[src/rtl/mips3_pkg.sv]
// Shared encodings and pipeline types for the mips3 three-stage integer core.
package mips3_pkg;

  localparam logic [5:0] OP_SPECIAL = 6'h00;
  localparam logic [5:0] OP_J       = 6'h02;
  localparam logic [5:0] OP_JAL     = 6'h03;
  localparam logic [5:0] OP_BEQ     = 6'h04;
  localparam logic [5:0] OP_BNE     = 6'h05;
  localparam logic [5:0] OP_BLEZ    = 6'h06;
  localparam logic [5:0] OP_BGTZ    = 6'h07;
  localparam logic [5:0] OP_ADDI    = 6'h08;
  localparam logic [5:0] OP_ADDIU   = 6'h09;
  localparam logic [5:0] OP_SLTI    = 6'h0A;
  localparam logic [5:0] OP_SLTIU   = 6'h0B;
  localparam logic [5:0] OP_ANDI    = 6'h0C;
  localparam logic [5:0] OP_ORI     = 6'h0D;
  localparam logic [5:0] OP_XORI    = 6'h0E;
  localparam logic [5:0] OP_LUI     = 6'h0F;
  localparam logic [5:0] OP_LW      = 6'h23;
  localparam logic [5:0] OP_SW      = 6'h2B;

  localparam logic [5:0] F_SLL   = 6'h00;
  localparam logic [5:0] F_SRL   = 6'h02;
  localparam logic [5:0] F_SRA   = 6'h03;
  localparam logic [5:0] F_SLLV  = 6'h04;
  localparam logic [5:0] F_SRLV  = 6'h06;
  localparam logic [5:0] F_SRAV  = 6'h07;
  localparam logic [5:0] F_JR    = 6'h08;
  localparam logic [5:0] F_JALR  = 6'h09;
  localparam logic [5:0] F_MFHI  = 6'h10;
  localparam logic [5:0] F_MTHI  = 6'h11;
  localparam logic [5:0] F_MFLO  = 6'h12;
  localparam logic [5:0] F_MTLO  = 6'h13;
  localparam logic [5:0] F_MULT  = 6'h18;
  localparam logic [5:0] F_MULTU = 6'h19;
  localparam logic [5:0] F_ADD   = 6'h20;
  localparam logic [5:0] F_ADDU  = 6'h21;
  localparam logic [5:0] F_SUB   = 6'h22;
  localparam logic [5:0] F_SUBU  = 6'h23;
  localparam logic [5:0] F_AND   = 6'h24;
  localparam logic [5:0] F_OR    = 6'h25;
  localparam logic [5:0] F_XOR   = 6'h26;
  localparam logic [5:0] F_NOR   = 6'h27;
  localparam logic [5:0] F_SLT   = 6'h2A;
  localparam logic [5:0] F_SLTU  = 6'h2B;

  // All-zero word decodes as SLL $0,$0,0, whose write is discarded.
  localparam logic [31:0] NOP_INSTR = 32'h0000_0000;

  typedef enum logic [3:0] {
    ALU_ADD, ALU_SUB, ALU_AND, ALU_OR, ALU_XOR, ALU_NOR,
    ALU_SLT, ALU_SLTU, ALU_SLL, ALU_SRL, ALU_SRA, ALU_LUI
  } AluOp;

  typedef enum logic [2:0] {BR_NONE, BR_EQ, BR_NE, BR_LEZ, BR_GTZ} BrKind;

  typedef struct packed {
    logic [31:0] result;
    logic [31:0] storeData;
    logic [4:0]  rd;
    logic        regWrite;
    logic        memRead;
    logic        memWrite;
  } ExWbReg;

  localparam ExWbReg EXWB_NOP = '0;

endpackage

[src/rtl/mips3_alu.sv]
// Combinational integer ALU; shifts act on operand b, flags describe the result.
module mips3_alu
  import mips3_pkg::*;
(
  input  logic [31:0] a,
  input  logic [31:0] b,
  input  logic [4:0]  shamt,
  input  AluOp        op,
  output logic [31:0] result,
  output logic        zero,
  output logic        sign
);

  always_comb begin
    result = '0;
    case (op)
      ALU_ADD:  result = a + b;
      ALU_SUB:  result = a - b;
      ALU_AND:  result = a & b;
      ALU_OR:   result = a | b;
      ALU_XOR:  result = a ^ b;
      ALU_NOR:  result = ~(a | b);
      ALU_SLT:  result = {31'd0, $signed(a) < $signed(b)};
      ALU_SLTU: result = {31'd0, a < b};
      ALU_SLL:  result = b << shamt;
      ALU_SRL:  result = b >> shamt;
      ALU_SRA:  result = $signed(b) >>> shamt;
      ALU_LUI:  result = {b[15:0], 16'd0};
      default:  result = '0;
    endcase
  end

  assign zero = (result == 32'd0);
  assign sign = result[31];

endmodule

[src/rtl/mips3_core.sv]
// MIPS-I integer core, IF/EX/WB pipeline with WB->EX forwarding and one delay slot.
// Define MULT_EN to add HI/LO and the multiply/move instructions.
module mips3_core
  import mips3_pkg::*;
#(
  parameter logic [15:0] RESET_PC = 16'h0000
) (
  input  logic        Clock,
  input  logic        Reset,
  input  logic [31:0] InstrMem,
  output logic [15:0] InstrAddr,
  input  logic [31:0] MemData,
  output logic [31:0] WriteData,
  output logic [15:0] MemAddr,
  output logic        MemWrite,
  output logic        MemRead,
  input  logic [4:0]  RegAddr,
  output logic [31:0] RegData
);

  logic [15:0] pc, pcEx;
  logic [31:0] instrEx;
  ExWbReg      exWb;
  logic [31:0] gpr [32];

  logic [5:0]  opcode, funct;
  logic [4:0]  rs, rt, rd, shamt;
  logic [15:0] imm;
  assign opcode = instrEx[31:26];
  assign rs     = instrEx[25:21];
  assign rt     = instrEx[20:16];
  assign rd     = instrEx[15:11];
  assign shamt  = instrEx[10:6];
  assign funct  = instrEx[5:0];
  assign imm    = instrEx[15:0];

  // A load's value exists only as MemData during its WB cycle.
  logic [31:0] wbValue, rsVal, rtVal;
  assign wbValue = exWb.memRead ? MemData : exWb.result;
  assign rsVal = (rs != 5'd0 && exWb.regWrite && exWb.rd == rs) ? wbValue : gpr[rs];
  assign rtVal = (rt != 5'd0 && exWb.regWrite && exWb.rd == rt) ? wbValue : gpr[rt];

  logic [31:0] aluA, aluB, aluResult, exValue;
  logic [4:0]  aluShamt, wrReg;
  AluOp        aluOp;
  BrKind       brKind;
  logic        aluZero, aluSign, wrEn, memRd, memWr, link, jumpAbs, jumpReg;
  logic        redirect;
  logic [15:0] target;

`ifdef MULT_EN
  logic [31:0] hi, lo;
  logic [63:0] product;
  logic        mulWr, mulSigned, hiWr, loWr, selHi, selLo;
`endif

  always_comb begin
    aluA = rsVal; aluB = rtVal; aluShamt = shamt; aluOp = ALU_ADD; brKind = BR_NONE;
    wrEn = 1'b0; wrReg = rd; memRd = 1'b0; memWr = 1'b0;
    link = 1'b0; jumpAbs = 1'b0; jumpReg = 1'b0;
`ifdef MULT_EN
    mulWr = 1'b0; mulSigned = 1'b0; hiWr = 1'b0; loWr = 1'b0; selHi = 1'b0; selLo = 1'b0;
`endif
    case (opcode)
      OP_SPECIAL: begin
        case (funct)
          F_SLL:  begin aluOp = ALU_SLL; wrEn = 1'b1; end
          F_SRL:  begin aluOp = ALU_SRL; wrEn = 1'b1; end
          F_SRA:  begin aluOp = ALU_SRA; wrEn = 1'b1; end
          F_SLLV: begin aluOp = ALU_SLL; aluShamt = rsVal[4:0]; wrEn = 1'b1; end
          F_SRLV: begin aluOp = ALU_SRL; aluShamt = rsVal[4:0]; wrEn = 1'b1; end
          F_SRAV: begin aluOp = ALU_SRA; aluShamt = rsVal[4:0]; wrEn = 1'b1; end
          F_JR:   jumpReg = 1'b1;
          F_JALR: begin jumpReg = 1'b1; link = 1'b1; wrEn = 1'b1; end
          F_ADD, F_ADDU: begin aluOp = ALU_ADD; wrEn = 1'b1; end
          F_SUB, F_SUBU: begin aluOp = ALU_SUB; wrEn = 1'b1; end
          F_AND:  begin aluOp = ALU_AND;  wrEn = 1'b1; end
          F_OR:   begin aluOp = ALU_OR;   wrEn = 1'b1; end
          F_XOR:  begin aluOp = ALU_XOR;  wrEn = 1'b1; end
          F_NOR:  begin aluOp = ALU_NOR;  wrEn = 1'b1; end
          F_SLT:  begin aluOp = ALU_SLT;  wrEn = 1'b1; end
          F_SLTU: begin aluOp = ALU_SLTU; wrEn = 1'b1; end
`ifdef MULT_EN
          F_MFHI:  begin selHi = 1'b1; wrEn = 1'b1; end
          F_MFLO:  begin selLo = 1'b1; wrEn = 1'b1; end
          F_MTHI:  hiWr = 1'b1;
          F_MTLO:  loWr = 1'b1;
          F_MULT:  begin mulWr = 1'b1; mulSigned = 1'b1; end
          F_MULTU: mulWr = 1'b1;
`endif
          default: ;
        endcase
      end
      OP_J:    jumpAbs = 1'b1;
      OP_JAL:  begin jumpAbs = 1'b1; link = 1'b1; wrEn = 1'b1; wrReg = 5'd31; end
      OP_BEQ:  begin aluOp = ALU_SUB; brKind = BR_EQ; end
      OP_BNE:  begin aluOp = ALU_SUB; brKind = BR_NE; end
      OP_BLEZ: begin aluOp = ALU_SUB; aluB = '0; brKind = BR_LEZ; end
      OP_BGTZ: begin aluOp = ALU_SUB; aluB = '0; brKind = BR_GTZ; end
      OP_ADDI, OP_ADDIU: begin aluB = {{16{imm[15]}}, imm}; wrEn = 1'b1; wrReg = rt; end
      OP_SLTI:  begin aluOp = ALU_SLT;  aluB = {{16{imm[15]}}, imm}; wrEn = 1'b1; wrReg = rt; end
      OP_SLTIU: begin aluOp = ALU_SLTU; aluB = {{16{imm[15]}}, imm}; wrEn = 1'b1; wrReg = rt; end
      OP_ANDI: begin aluOp = ALU_AND; aluB = {16'd0, imm}; wrEn = 1'b1; wrReg = rt; end
      OP_ORI:  begin aluOp = ALU_OR;  aluB = {16'd0, imm}; wrEn = 1'b1; wrReg = rt; end
      OP_XORI: begin aluOp = ALU_XOR; aluB = {16'd0, imm}; wrEn = 1'b1; wrReg = rt; end
      OP_LUI:  begin aluOp = ALU_LUI; aluB = {16'd0, imm}; wrEn = 1'b1; wrReg = rt; end
      OP_LW:   begin aluB = {{16{imm[15]}}, imm}; memRd = 1'b1; wrEn = 1'b1; wrReg = rt; end
      OP_SW:   begin aluB = {{16{imm[15]}}, imm}; memWr = 1'b1; end
      default: ;
    endcase
  end

  mips3_alu uAlu (
    .a(aluA), .b(aluB), .shamt(aluShamt), .op(aluOp),
    .result(aluResult), .zero(aluZero), .sign(aluSign)
  );

  // The delay-slot instruction is already being fetched, so a redirect only reloads PC.
  always_comb begin
    redirect = 1'b0;
    target   = pcEx + 16'd4 + {imm[13:0], 2'b00};
    case (brKind)
      BR_EQ:   redirect = aluZero;
      BR_NE:   redirect = !aluZero;
      BR_LEZ:  redirect = aluSign || aluZero;
      BR_GTZ:  redirect = !aluSign && !aluZero;
      default: redirect = 1'b0;
    endcase
    if (jumpAbs) begin
      redirect = 1'b1;
      target   = {instrEx[13:0], 2'b00};
    end
    if (jumpReg) begin
      redirect = 1'b1;
      target   = {rsVal[15:2], 2'b00};
    end
  end

  always_comb begin
    exValue = link ? {16'd0, pcEx + 16'd8} : aluResult;
`ifdef MULT_EN
    if (selHi) exValue = hi;
    if (selLo) exValue = lo;
`endif
  end

  always_ff @(posedge Clock or posedge Reset) begin
    if (Reset) begin
      pc      <= RESET_PC;
      pcEx    <= RESET_PC;
      instrEx <= NOP_INSTR;
      exWb    <= EXWB_NOP;
      RegData <= '0;
      for (int i = 0; i < 32; i++) gpr[i] <= '0;
    end else begin
      pc      <= redirect ? target : pc + 16'd4;
      pcEx    <= pc;
      instrEx <= InstrMem;
      exWb    <= '{result: exValue, storeData: rtVal, rd: wrReg,
                   regWrite: wrEn, memRead: memRd, memWrite: memWr};
      if (exWb.regWrite && exWb.rd != 5'd0) gpr[exWb.rd] <= wbValue;
      RegData <= gpr[RegAddr];
    end
  end

`ifdef MULT_EN
  always_comb begin
    if (mulSigned) product = $signed({{32{rsVal[31]}}, rsVal}) * $signed({{32{rtVal[31]}}, rtVal});
    else           product = {32'd0, rsVal} * {32'd0, rtVal};
  end

  always_ff @(posedge Clock or posedge Reset) begin
    if (Reset) begin
      hi <= '0;
      lo <= '0;
    end else if (mulWr) begin
      hi <= product[63:32];
      lo <= product[31:0];
    end else begin
      if (hiWr) hi <= rsVal;
      if (loWr) lo <= rsVal;
    end
  end
`endif

  assign InstrAddr = pc;
  assign MemAddr   = exWb.result[15:0];
  assign MemRead   = exWb.memRead;
  assign MemWrite  = exWb.memWrite;
  assign WriteData = exWb.storeData;

endmodule

[config.mk]
export PLATFORM = sky130hd
export DESIGN_NAME = mips3_core
export DESIGN_NICKNAME = d
export VERILOG_FILES = /design/src/rtl/mips3_pkg.sv /design/src/rtl/mips3_alu.sv /design/src/rtl/mips3_core.sv
export SDC_FILE = /design/constraint.sdc
export NUM_CORES = 2
export LEC_CHECK = 0
export CELL_PAD_IN_SITES_DETAIL_PLACEMENT = 0
export CELL_PAD_IN_SITES_GLOBAL_PLACEMENT = 1
export CORE_ASPECT_RATIO = 0.8
export CORE_MARGIN = 1
export CORE_UTILIZATION = 45
export DETAILED_ROUTE_END_ITERATION = 10
export PLACE_DENSITY_LB_ADDON = 0.1
export SETUP_SLACK_MARGIN = 0.15
export SKIP_CTS_REPAIR_TIMING = 1
export SYNTH_ARGS = -nofsm -noshare
export SYNTH_HDL_FRONTEND = slang
export SYNTH_SLANG_ARGS = --single-unit
[constraint.sdc]
create_clock -name Clock -period 67.1 [get_ports Clock]
set_input_delay 6.71 -clock Clock [delete_from_list [all_inputs] [get_ports Clock]]
set_output_delay 6.71 -clock Clock [all_outputs]
set_load 0.005 [all_outputs]
==> flow_results.xml <==
<?xml version="1.0" encoding="UTF-8"?>
<metrics>
  <group name="outcome">
    <metric name="run_status" unit="">completed</metric>
  </group>
  <group name="placement">
    <metric name="place_worst_setup_slack" unit="ns">52.35</metric>
    <metric name="io_buffer_count" unit="">168</metric>
    <metric name="place.detailed.hpwl" unit="µm">221200</metric>
    <metric name="place_area" unit="µm²">81840</metric>
    <metric name="placed_cells" unit="">9508</metric>
    <metric name="routabilityCongestion" unit="">1.039</metric>
  </group>
  <group name="sta">
    <metric name="final-hold-violation-count" unit="">0</metric>
    <metric name="timing_max_transition_violations_final" unit="">0</metric>
    <metric name="max-slew-margin-rel" unit="">0.1138</metric>
    <metric name="worst-slew-pin-transition" unit="ns">1.319</metric>
    <metric name="timing.final.crit_period" unit="ns">14.18</metric>
    <metric name="report.final.setup_viol" unit="">0</metric>
    <metric name="clock-skew-final" unit="ns">0.05197</metric>
    <metric name="period_share" unit="">0.2114</metric>
    <metric name="tns" unit="ns">0</metric>
    <metric name="whs" unit="ns">0.4151</metric>
    <metric name="achievable-frequency" unit="GHz">0.07050</metric>
    <metric name="layout_setup_ws" unit="ns">52.92</metric>
    <metric name="grt_setup_unrepaired" unit="">no</metric>
  </group>
  <group name="floorplan">
    <metric name="initial_core_util" unit="">0.4540</metric>
    <metric name="ios" unit="">169</metric>
    <metric name="floorplan.core_area" unit="µm²">172200</metric>
    <metric name="die_y" unit="µm">374.8</metric>
    <metric name="fp.dieW" unit="µm">468.0</metric>
    <metric name="placement_rows" unit="">136</metric>
    <metric name="die_footprint" unit="µm²">175400</metric>
  </group>
  <group name="logic_synthesis">
    <metric name="yosysMostFrequentCell" unit="">sky130_fd_sc_hd__dfrtp_1</metric>
    <metric name="asyncSetResetFlopFracSynth" unit="">1.000</metric>
    <metric name="area_fraction_of_the_dominant_cell_type_after_synthesis" unit="">0.3816</metric>
    <metric name="leading_post_synthesis_cells_by_cell_area" unit="">sky130_fd_sc_hd__dfrtp_1, sky130_fd_sc_hd__mux4_2, sky130_fd_sc_hd__mux2i_1</metric>
    <metric name="synth-main-ff-cell" unit="">sky130_fd_sc_hd__dfrtp_1</metric>
    <metric name="avgSynthCellArea" unit="µm²">10.23</metric>
    <metric name="synth_seq_area_share" unit="">0.3816</metric>
    <metric name="yosys.cell_types.count" unit="">102</metric>
    <metric name="synth_fp_nets" unit="">7840</metric>
    <metric name="register_bit_total_from_synthesis" unit="">1192</metric>
    <metric name="synthesis.instances" unit="">7639</metric>
    <metric name="post_synth_instance_area" unit="µm²">78170</metric>
    <metric name="yosysWarningCount" unit="">0</metric>
    <metric name="netlist_top_cells_count" unit="">sky130_fd_sc_hd__dfrtp_1, sky130_fd_sc_hd__a21oi_1, sky130_fd_sc_hd__nor2_1, sky130_fd_sc_hd__nand2_1, sky130_fd_sc_hd__mux2i_1</metric>
    <metric name="netlist.top_cell.by_area" unit="">sky130_fd_sc_hd__dfrtp_1</metric>
    <metric name="synth_edf_count" unit="">0</metric>
  </group>
  <group name="critical_path">
    <metric name="critical_path.cell_chain" unit="">clkdlybuf4s50_1 &gt; mux2i_4 &gt; a21oi_1 &gt; a222oi_1 &gt; buf_4 &gt; inv_1 &gt; ha_1 &gt; a211oi_1 &gt; o21ai_0 &gt; a221oi_1 &gt; or4_1 &gt; a21oi_1 &gt; nor2_1 &gt; o311ai_0 &gt; mux2i_1 &gt; a221oi_1 &gt; o211ai_1 &gt; nor4b_1 &gt; nand4b_1 &gt; nor4_2 &gt; a31oi_1 &gt; o2111ai_2 &gt; nand3_4 &gt; mux2_1</metric>
    <metric name="worst_setup_path_end_kind" unit="">flop</metric>
    <metric name="critPathRequiredTime" unit="ns">67.78</metric>
    <metric name="crit_path_max_incr_delay" unit="ns">0.84</metric>
    <metric name="largest_delay_contributor_family_on_the_critical_path" unit="">compound AO/OA/AOI/OAI gates</metric>
    <metric name="timing.critical_path.fanout_max" unit="">33</metric>
    <metric name="timing.critical_path.buf_inv" unit="">3</metric>
    <metric name="slowest_cell_on_the_critical_path" unit="">sky130_fd_sc_hd__a221oi_1</metric>
    <metric name="cp_data_arrival_time" unit="ns">14.87</metric>
    <metric name="timing.setup.critical_path_class" unit="">primary input to flop</metric>
    <metric name="critPathLaunchType" unit="">primary input</metric>
  </group>
  <group name="pwr">
    <metric name="power.total" unit="mW">2.870</metric>
    <metric name="ir_drop" unit="V">0.00002874</metric>
    <metric name="cellLeakagePower" unit="nW">34.19</metric>
    <metric name="powerDensity" unit="nW/µm²">33.27</metric>
  </group>
  <group name="global_route">
    <metric name="grt_first_pass_wirelength" unit="µm">487800</metric>
    <metric name="grt_antenna_before_repair" unit="">17</metric>
    <metric name="globalRouteMet2Util" unit="">0.5656</metric>
    <metric name="met3_grt_util" unit="">0.07760</metric>
    <metric name="maximum_number_of_pins_on_one_net_before_global_route_repair" unit="">183</metric>
    <metric name="grt.met1_usage" unit="">0.5583</metric>
    <metric name="grt_pass1_vias" unit="">63341</metric>
    <metric name="grt_overflow" unit="">0</metric>
    <metric name="combined_global_route_utilization_of_all_metal_layers" unit="">0.3896</metric>
    <metric name="grt_most_used_layer" unit="">met2</metric>
  </group>
  <group name="final_layout">
    <metric name="number_of_cells_in_the_finished_layout_apart_from_fillers" unit="">9753</metric>
    <metric name="layout-drive-gt1-share" unit="">0.1714</metric>
    <metric name="n_fill_cell" unit="">15770</metric>
    <metric name="area.sequential" unit="µm²">29850</metric>
    <metric name="fin_nets" unit="">7567</metric>
    <metric name="area.growth.synth_to_final" unit="%">10.32</metric>
    <metric name="post-route-cell-area" unit="µm²">86240</metric>
    <metric name="final_core_utilization" unit="">0.5008</metric>
    <metric name="multi_input_comb_area" unit="µm²">45140</metric>
  </group>
  <group name="clock_tree">
    <metric name="clk-insertion-delay-late" unit="ns">0.82</metric>
    <metric name="cts_buffer_depth" unit="">3</metric>
    <metric name="tritoncts" unit="">built</metric>
    <metric name="htree_num_levels" unit="">4</metric>
    <metric name="cts_root_buf" unit="">sky130_fd_sc_hd__clkbuf_16</metric>
    <metric name="cts_made_buffers" unit="">133</metric>
    <metric name="worst_setup_hold_path_clk_slew" unit="ns">0.07</metric>
    <metric name="clock_sink_count" unit="">1192</metric>
  </group>
  <group name="routing">
    <metric name="first_pass_iters" unit="">6</metric>
    <metric name="dr_total_vias" unit="">65585</metric>
    <metric name="drt_wl_total" unit="µm">341800</metric>
    <metric name="detailedRoute.firstIterationViolations" unit="">7438</metric>
    <metric name="avgRoutedWirePerCell" unit="µm">35.04</metric>
    <metric name="drcViolationCount" unit="">0</metric>
    <metric name="viasPerCell" unit="">6.725</metric>
    <metric name="antenna_violating_nets_post_route" unit="">0</metric>
  </group>
  <group name="min_path">
    <metric name="timing.hold.worst.class" unit="">flop to flop</metric>
  </group>
  <group name="job">
    <metric name="max_cap_viols" unit="">0</metric>
  </group>
</metrics>
[state kept, by name, summed over array words and instances (netlist names)]
| register | flops |
|---|---|
| InstrAddr | 16 |
| MemAddr | 16 |
| MemRead | 1 |
| MemWrite | 1 |
| RegData | 32 |
| WriteData | 32 |
| exWb | 22 |
| gpr | 1024 |
| instrEx | 32 |
| pcEx | 16 |
[layout by cell type (no fill, tap or decap), drive strengths merged, types with 187 or more instances in the layout]
| cell type | count |
|---|---|
| dfrtp | 1192 |
| a21oi | 818 |
| nor2 | 744 |
| nand2 | 719 |
| mux2i | 717 |
| o21ai | 623 |
| mux4 | 621 |
| a22oi | 306 |
| buf | 244 |
| clkbuf | 187 |
[cell families after synthesis]
group / share of synthesized area
compound gates: 0.1645
simple gates: 0.09421
mux: 0.2801
flops: 0.3816
buf+inv: 0.05098
fa+ha+maj: 0.02109
xor+xnor: 0.007506
[per-layer routing]
layer,share of wire,wire length [µm]
met5,0.00024,83
met4,0.053,18220
met3,0.086,29500
met2,0.43,147500
met1,0.43,146400
[path summary, 6_finish.rpt]
check                                            from                     end  slack [ns]  cells past startpoint
worst min-delay path            gpr[1008]$_DFFE_PP0P_   gpr[1008]$_DFFE_PP0P_        0.42                      0
max in group asynchronous                       Reset       MemRead$_DFF_PP0_       57.33                      5
worst max register to register  instrEx[16]$_DFF_PP0_  InstrAddr[3]$_DFF_PP0_       56.39                     26
min in group asynchronous                       Reset    gpr[941]$_DFFE_PP0P_        6.49                      2
worst min register to register  gpr[1008]$_DFFE_PP0P_   gpr[1008]$_DFFE_PP0P_        0.42                      0
worst max-delay path                       MemData[1]  InstrAddr[3]$_DFF_PP0_       52.92                     24
[where the power goes]
part	switching, mW	internal [mW]
combinational	0.623	0.443
sequential	0.168	0.874
clock	0.335	0.427
total	1.13	1.74
[cell type report]
cell class,instances,share of cell area
well taps,2277,0.03303
diodes,4,0.0001161
flip-flops and latches,1192,0.3462
repair buffers,407,0.04139
multi-input cells,5520,0.5234
clock inverters,54,0.007341
clock buffers,187,0.04363
inverters,112,0.004962
No activity file was read; power rests on OpenSTA's default activity.
